===== config.mk =====
export PLATFORM = sky130hd
export DESIGN_NAME = pico_decoder_fsm
export DESIGN_NICKNAME = d
export VERILOG_FILES = /design/src/rtl/pico_decoder_fsm.sv
export SDC_FILE = /design/constraint.sdc
export NUM_CORES = 1
export LEC_CHECK = 0
export BUFFER_PORTS_ARGS = -buffer_cell sky130_fd_sc_hd__buf_2
export CORE_AREA = 2 2 60 62
export CTS_CLUSTER_DIAMETER = 50
export DETAILED_ROUTE_END_ITERATION = 7
export DIE_AREA = 0 0 62 64
export PLACE_DENSITY = 0.65
export RECOVER_POWER = 100
export REMOVE_ABC_BUFFERS = 1
export SETUP_SLACK_MARGIN = 0.05
export SLEW_MARGIN = 20
export SYNTH_ARGS = -nofsm -noshare
export SYNTH_HDL_FRONTEND = slang
export SYNTH_SLANG_ARGS = --single-unit

===== constraint.sdc =====
create_clock -name clk -period 2.2 [get_ports clk]
set_clock_uncertainty 0.15 [all_clocks]
set_input_delay 0.55 -clock clk [delete_from_list [all_inputs] [get_ports clk]]
set_output_delay 0.55 -clock clk [all_outputs]
set_load 0.02 [all_outputs]

===== src/rtl/pico_decoder_fsm.sv =====
// ---------------------------------------------------------------------------
// pico_decoder_fsm
//
// Instruction decoder and control FSM for a small accumulator-style CPU.
// Decodes the opcode from program memory into a registered control word
// (ALUFunc, PCincr, imm, imm_or_sw, write). It stalls in LDWAIT while a LOAD
// waits for switch data, and locks up in HALT on an unimplemented opcode.
//
// Opcode map (zero-extended to OPW bits):
//   NOP=0  ADDI=1  ADD=2  MULI=3  LOAD=4   (anything else is illegal)
//
// Configuration macro:
//   PICO_MULI_EN  defined   -> MULI decodes like ADDI (immediate ALU op)
//                 undefined -> opcode 3 is illegal and drives the FSM to HALT
//
// Reset is synchronous and active-high. Every output comes from a flop, so
// there is no combinational path from any input to any output.
// ---------------------------------------------------------------------------
module pico_decoder_fsm #(
    parameter int OPW  = 3,   // opcode width, 3..8
    parameter int ALUW = 2,   // ALUFunc width, 2..OPW
    parameter int CNTW = 16   // stall counter width
) (
    input  logic            clk,
    input  logic            reset,
    input  logic [OPW-1:0]  opcode,
    input  logic            instr_valid,
    input  logic            sw_valid,
    output logic [ALUW-1:0] ALUFunc,
    output logic            PCincr,
    output logic            imm,
    output logic            imm_or_sw,
    output logic            write,
    output logic [1:0]      state,
    output logic            illegal,
    output logic [CNTW-1:0] stall_cnt
);

    // -----------------------------------------------------------------------
    // Types and constants
    // -----------------------------------------------------------------------
    typedef enum logic [1:0] {
        ST_RUN    = 2'b00,
        ST_LDWAIT = 2'b01,
        ST_HALT   = 2'b10
    } state_t;

    // One control word, kept together so every decision assigns all fields.
    typedef struct packed {
        logic write;
        logic imm;
        logic imm_or_sw;
        logic pcincr;
    } ctrl_t;

    localparam logic [OPW-1:0] OP_NOP  = OPW'(0);
    localparam logic [OPW-1:0] OP_ADDI = OPW'(1);
    localparam logic [OPW-1:0] OP_ADD  = OPW'(2);
`ifdef PICO_MULI_EN
    localparam logic [OPW-1:0] OP_MULI = OPW'(3);
`endif
    localparam logic [OPW-1:0] OP_LOAD = OPW'(4);

    // Plain sequential fetch, no register write.
    localparam ctrl_t CTRL_DEFAULT = '{write: 1'b0, imm: 1'b0, imm_or_sw: 1'b0, pcincr: 1'b1};
    // Register-register ALU op.
    localparam ctrl_t CTRL_ADD     = '{write: 1'b1, imm: 1'b0, imm_or_sw: 1'b0, pcincr: 1'b1};
    // ALU op with the immediate field as second operand.
    localparam ctrl_t CTRL_IMM     = '{write: 1'b1, imm: 1'b1, imm_or_sw: 1'b1, pcincr: 1'b1};
    // Load from the switches (imm path selected, switch data muxed in).
    localparam ctrl_t CTRL_LOAD    = '{write: 1'b1, imm: 1'b1, imm_or_sw: 1'b0, pcincr: 1'b1};
    // Freeze the PC and suppress writes: LDWAIT, HALT and reset all use this.
    localparam ctrl_t CTRL_STALL   = '{write: 1'b0, imm: 1'b0, imm_or_sw: 1'b0, pcincr: 1'b0};

    // -----------------------------------------------------------------------
    // Signals
    // -----------------------------------------------------------------------
    state_t          state_q, state_d;
    ctrl_t           ctrl_q,  ctrl_d;
    logic [ALUW-1:0] alu_q;
    logic            alu_load;
    logic            illegal_q, illegal_set;
    logic [CNTW-1:0] cnt_q;
    logic            cnt_inc;

    logic            is_nop;
    logic            is_add;
    logic            is_imm_alu;
    logic            is_load;

    // -----------------------------------------------------------------------
    // Opcode classification. Full-width compares, so any set bit above bit 2
    // makes the opcode fall through to illegal.
    // -----------------------------------------------------------------------
    assign is_nop  = (opcode == OP_NOP);
    assign is_add  = (opcode == OP_ADD);
    assign is_load = (opcode == OP_LOAD);
`ifdef PICO_MULI_EN
    assign is_imm_alu = (opcode == OP_ADDI) || (opcode == OP_MULI);
`else
    // Without the multiplier, opcode 3 is simply not recognised here.
    assign is_imm_alu = (opcode == OP_ADDI);
`endif

    // -----------------------------------------------------------------------
    // Next-state and next control word decision for the current cycle.
    // -----------------------------------------------------------------------
    // NOTE: every variable gets a default before the case statement, so no
    // path through the block can leave one unassigned and infer a latch.
    always_comb begin
        state_d     = state_q;
        ctrl_d      = CTRL_DEFAULT;
        alu_load    = 1'b0;
        illegal_set = 1'b0;
        cnt_inc     = 1'b0;

        unique case (state_q)
            ST_RUN: begin
                if (instr_valid) begin
                    // ALUFunc follows every valid opcode seen in RUN,
                    // legal or not; it is ignored unless write is set.
                    alu_load = 1'b1;
                    if (is_nop) begin
                        ctrl_d = CTRL_DEFAULT;
                    end else if (is_add) begin
                        ctrl_d = CTRL_ADD;
                    end else if (is_imm_alu) begin
                        ctrl_d = CTRL_IMM;
                    end else if (is_load) begin
                        if (sw_valid) begin
                            ctrl_d = CTRL_LOAD;
                        end else begin
                            ctrl_d  = CTRL_STALL;
                            state_d = ST_LDWAIT;
                        end
                    end else begin
                        ctrl_d      = CTRL_STALL;
                        illegal_set = 1'b1;
                        state_d     = ST_HALT;
                    end
                end
            end

            ST_LDWAIT: begin
                // The LOAD is still pending; opcode and instr_valid are
                // ignored, only the switch strobe matters.
                if (sw_valid) begin
                    ctrl_d  = CTRL_LOAD;
                    state_d = ST_RUN;
                end else begin
                    ctrl_d  = CTRL_STALL;
                    cnt_inc = 1'b1;
                end
            end

            ST_HALT: begin
                ctrl_d = CTRL_STALL;
            end

            default: begin
                // Unused encoding 11: lock up rather than run on garbage.
                ctrl_d  = CTRL_STALL;
                state_d = ST_HALT;
            end
        endcase
    end

    // -----------------------------------------------------------------------
    // State, control word, ALUFunc and sticky illegal flag registers.
    // -----------------------------------------------------------------------
    // NOTE: sequential state uses non-blocking assignments so every flop
    // samples the pre-edge values, independent of statement order.
    always_ff @(posedge clk) begin
        if (reset) begin
            state_q   <= ST_RUN;
            ctrl_q    <= CTRL_STALL;
            alu_q     <= '0;
            illegal_q <= 1'b0;
        end else begin
            state_q <= state_d;
            ctrl_q  <= ctrl_d;
            if (alu_load) begin
                alu_q <= opcode[ALUW-1:0];
            end
            if (illegal_set) begin
                illegal_q <= 1'b1;
            end
        end
    end

    // -----------------------------------------------------------------------
    // Saturating count of LDWAIT stall cycles since reset.
    // -----------------------------------------------------------------------
    always_ff @(posedge clk) begin
        if (reset) begin
            cnt_q <= '0;
        end else if (cnt_inc && (cnt_q != '1)) begin
            cnt_q <= cnt_q + CNTW'(1);
        end
    end

    // -----------------------------------------------------------------------
    // Outputs, straight from the flops.
    // -----------------------------------------------------------------------
    assign ALUFunc   = alu_q;
    assign PCincr    = ctrl_q.pcincr;
    assign imm       = ctrl_q.imm;
    assign imm_or_sw = ctrl_q.imm_or_sw;
    assign write     = ctrl_q.write;
    assign state     = state_q;
    assign illegal   = illegal_q;
    assign stall_cnt = cnt_q;

endmodule


==> impl_metrics.yaml <==
layout:
  diodes: 0
  nNetsFinal: 187
  layout-area-overhead-vs-synth_pct: 21.07
  fin_cells: 224
  drive_gt1_share_pct: 12.92
timing:
  finalCritPeriodShare_pct: 93.12
  unrepaired_setup_endpoints_after_global_routing: "no"
  min_period_ns: 2.049
  worst_pin_slew_ns: 0.4766
  final_setup_violating_endpoints: 0
  finalHoldViolCount: 0
  setup-tns-final_ns: 0
  clock.fmax_ghz: 0.4882
  max_slew_margin_pct: 68.23
  maxSlewViolCount: 0
logic_synthesis:
  synth-simple-area-share_pct: 29.40
  synth_cell_type_count: 36
  netlist_instances: 139
  synth_top_family_by_area: "simple AND/OR/NAND/NOR gates"
  synth-adder-area-share_pct: 1.054
  mappedNetlistArea_um2: 1187
  synth.ff_latch_count: 25
  synth_seq_area_share_pct: 42.15
  synth_warnings: 0
  synthXorXnorAreaFrac_pct: 0.7376
  synth_compound_area_share_pct: 19.07
  post_synth_mux_area_share_pct: 3.477
  avgSynthCellArea_um2: 8.542
detailed_routing:
  ant_nets: 0
  route.detailed.vias_per_inst: 5.330
  drt_first_pass_iters: 4
  vias: 1194
  detail_route.drc_violations: 0
  wl_per_cell_um: 12.94
  route.final.wire_length_mm: 2.898
  drt-initial-drc-count: 49
place:
  placed_cells: 220
  finalWeightedCongestion: 0.7768
  hpwl_mm: 2.136
  buffer_ports.inserted: 31
clock_tree:
  clkTransAtPathRegs_ns: 0.13
  htree_num_levels: 1
  cts_num_sinks: 25
  tritoncts.num_buffers: 3
  cts_max_path_buffers: 2
  clock_insertion_delay_worst_skew_ns: 0.31
  cts_root_buf: "sky130_fd_sc_hd__clkbuf_4"
  clock_tree_from_tritoncts: "yes"
critical_path:
  path_max_fanout: 10
  cp_data_required_time_ns: 2.29
  r2r_slack_ns: 0.15
  timing.rr.end: "stall_cnt[8]"
  cp-startpoint: "state[0]"
  reg2reg_from: "state[0]"
  worstSetupPathType: "reg2reg"
  setup.worst_path.start_class: "flop"
  crit_path_end_kind: "flop"
  worstPathArrival_ns: 2.14
  r2r.worst_path.cells: 6
die:
  initial_utilization_pct: 36.15
  die_height_um: 64
  floorplan.die_area_um2: 3968
  dieWidth_um: 62
  fp_rows: 21
  pin_count: 32
  core_region_area_um2: 3284
worst_hold_path:
  min_delay_worst_endpoint: "illegal"
  worst_hold_check_path_type: "reg2reg"
  worstHoldStart: "illegal"
  holdPathStages: 2
run:
  cap_viol_max_count: 0
global_routing:
  grt-ovfl-total: 0
  grt_first_pass_wirelength_mm: 4.809
  first_global_vias: 1131
  grtUsageTotal_pct: 15.75
  pin_count_of_the_biggest_net_entering_global_routing: 27
  antenna_violations_before_repair: 0
power:
  pwr_dens_nw_per_um2: 510.4
  static-leakage-power_uw: 0.0004764
  power.total_uw: 733.8
  power.ir.vdd_worst_v: 0.0002984
run_status:
  status: "complete, no violations"
[metrics by stage]
stage	setup WS (ns)	hold WS (ns)	area [µm²]	util, %
after floorplan	0.07454	0.3660	1161	-
after global placement	-0.03652	0.2835	1456	44.34
after detailed placement	-0.1358	0.2946	1456	44.34
after global routing	0.03835	0.3392	1438	43.77
after CTS	0.1451	0.3205	1483	45.14
final	0.1515	0.3181	1438	43.77
[area by class of cell]
type	instances	area (µm²)
Clock buffer	4	26.28
Fill cell	349	1847
Inverter	6	22.52
Multi-Input combinational cell	101	646.9
Sequential cell	25	500.5
Tap cell	46	57.56
Timing Repair Buffer	42	183.9
[where the power goes]
part / switching [µW] / internal [µW]
Clock: 129 / 70.7
Combinational: 45.4 / 23.4
Sequential: 3.53 / 462
Total: 178 / 556
[critical path, cell delays in order (launching register included)]
cell and delay (ns):
sky130_fd_sc_hd__dfxtp_1 0.35, sky130_fd_sc_hd__clkbuf_1 0.28, sky130_fd_sc_hd__nor3b_1 0.35, sky130_fd_sc_hd__o41ai_2 0.13, sky130_fd_sc_hd__buf_4 0.18, sky130_fd_sc_hd__or4_1 0.40, sky130_fd_sc_hd__a21oi_1 0.15
[layout by cell type (no fill, tap or decap), drive strengths merged, types with 5 or more instances in the layout]
master  count
nor2       13
a21oi      14
o21ai       7
dfxtp      25
nand4       6
or4         6
inv         6
nand3       6
buf        11
o31ai       5
nand2       6
clkbuf     35
[worst max-delay path by stage]
stage / endpoint / slack (ns)
global route: stall_cnt[9] / 0.04
finish: stall_cnt[8] / 0.15
CTS: stall_cnt[7] / 0.15
global placement: stall_cnt[13] / -0.04
floorplan: stall_cnt[13] / 0.07
detailed placement: stall_cnt[15] / -0.14
[per-layer routing]
metal	global-route usage [%]	part of all wire, %	vias to the layer above
li1	-	-	601
met4	5.053	0.83	0
met5	0	0	-
met3	3.644	4.6	2
met1	19.75	47	564
met2	25.91	48	27
[logic make-up (layout without fill, tap and decap cells)]
family	count (synthesis)	after routing
simple gates	59	59
compound gates	36	36
flops	25	25
buf+inv	13	52
mux	4	4
fa+ha+maj	1	1
xor+xnor	1	1
[synthesized netlist by cell type]
master	instances	area [µm²]
sky130_fd_sc_hd__or2b_1	1	7.510
sky130_fd_sc_hd__nand2b_1	1	6.260
sky130_fd_sc_hd__nor2_1	13	48.80
sky130_fd_sc_hd__nand3_1	6	30.03
sky130_fd_sc_hd__a2111oi_0	1	8.760
sky130_fd_sc_hd__nor4_2	1	12.51
sky130_fd_sc_hd__or4_4	1	11.26
sky130_fd_sc_hd__nand4_1	6	37.54
sky130_fd_sc_hd__a21oi_1	14	70.07
sky130_fd_sc_hd__ha_1	1	12.51
sky130_fd_sc_hd__nor3b_1	1	7.510
sky130_fd_sc_hd__nand2_1	6	22.52
sky130_fd_sc_hd__a311oi_1	1	8.760
sky130_fd_sc_hd__mux2_2	1	11.26
sky130_fd_sc_hd__or4_1	5	37.54
sky130_fd_sc_hd__o41ai_2	1	16.27
sky130_fd_sc_hd__o31ai_1	5	37.54
sky130_fd_sc_hd__or2_2	3	18.77
sky130_fd_sc_hd__xor2_1	1	8.760
sky130_fd_sc_hd__clkbuf_1	7	26.28
sky130_fd_sc_hd__inv_1	6	22.52
sky130_fd_sc_hd__o21ai_0	7	35.03
sky130_fd_sc_hd__mux2i_1	3	30.03
sky130_fd_sc_hd__a211oi_1	4	30.03
sky130_fd_sc_hd__nor4b_1	2	17.52
sky130_fd_sc_hd__nand3b_1	1	7.510
sky130_fd_sc_hd__nor2b_1	1	6.260
sky130_fd_sc_hd__nor3_1	1	5.000
sky130_fd_sc_hd__nand4bb_1	1	11.26
sky130_fd_sc_hd__a21o_1	1	7.510
sky130_fd_sc_hd__and3_1	2	12.51
sky130_fd_sc_hd__nor4_1	2	12.51
sky130_fd_sc_hd__dfxtp_1	25	500.5
sky130_fd_sc_hd__or3_1	3	18.77
sky130_fd_sc_hd__or3b_2	2	17.52
sky130_fd_sc_hd__a31oi_1	2	12.51
[timing repair]
| item | in CTS | in global routing |
|---|---|---|
| hold buffers | 0 | 0 |
| setup endpoints to repair | 0 | 4 |
| gates resized for setup | 0 | 1 |
| buffers inserted | 0 | 0 |
[sequential cells by signal, summed over array words and instances, names as in the netlist]
| register | count |
|---|---|
| state | 2 |
| imm_or_sw | 1 |
| write | 1 |
| imm | 1 |
| illegal | 1 |
| PCincr | 1 |
| ALUFunc | 2 |
| stall_cnt | 16 |
Power figures use the tool's default switching activity.
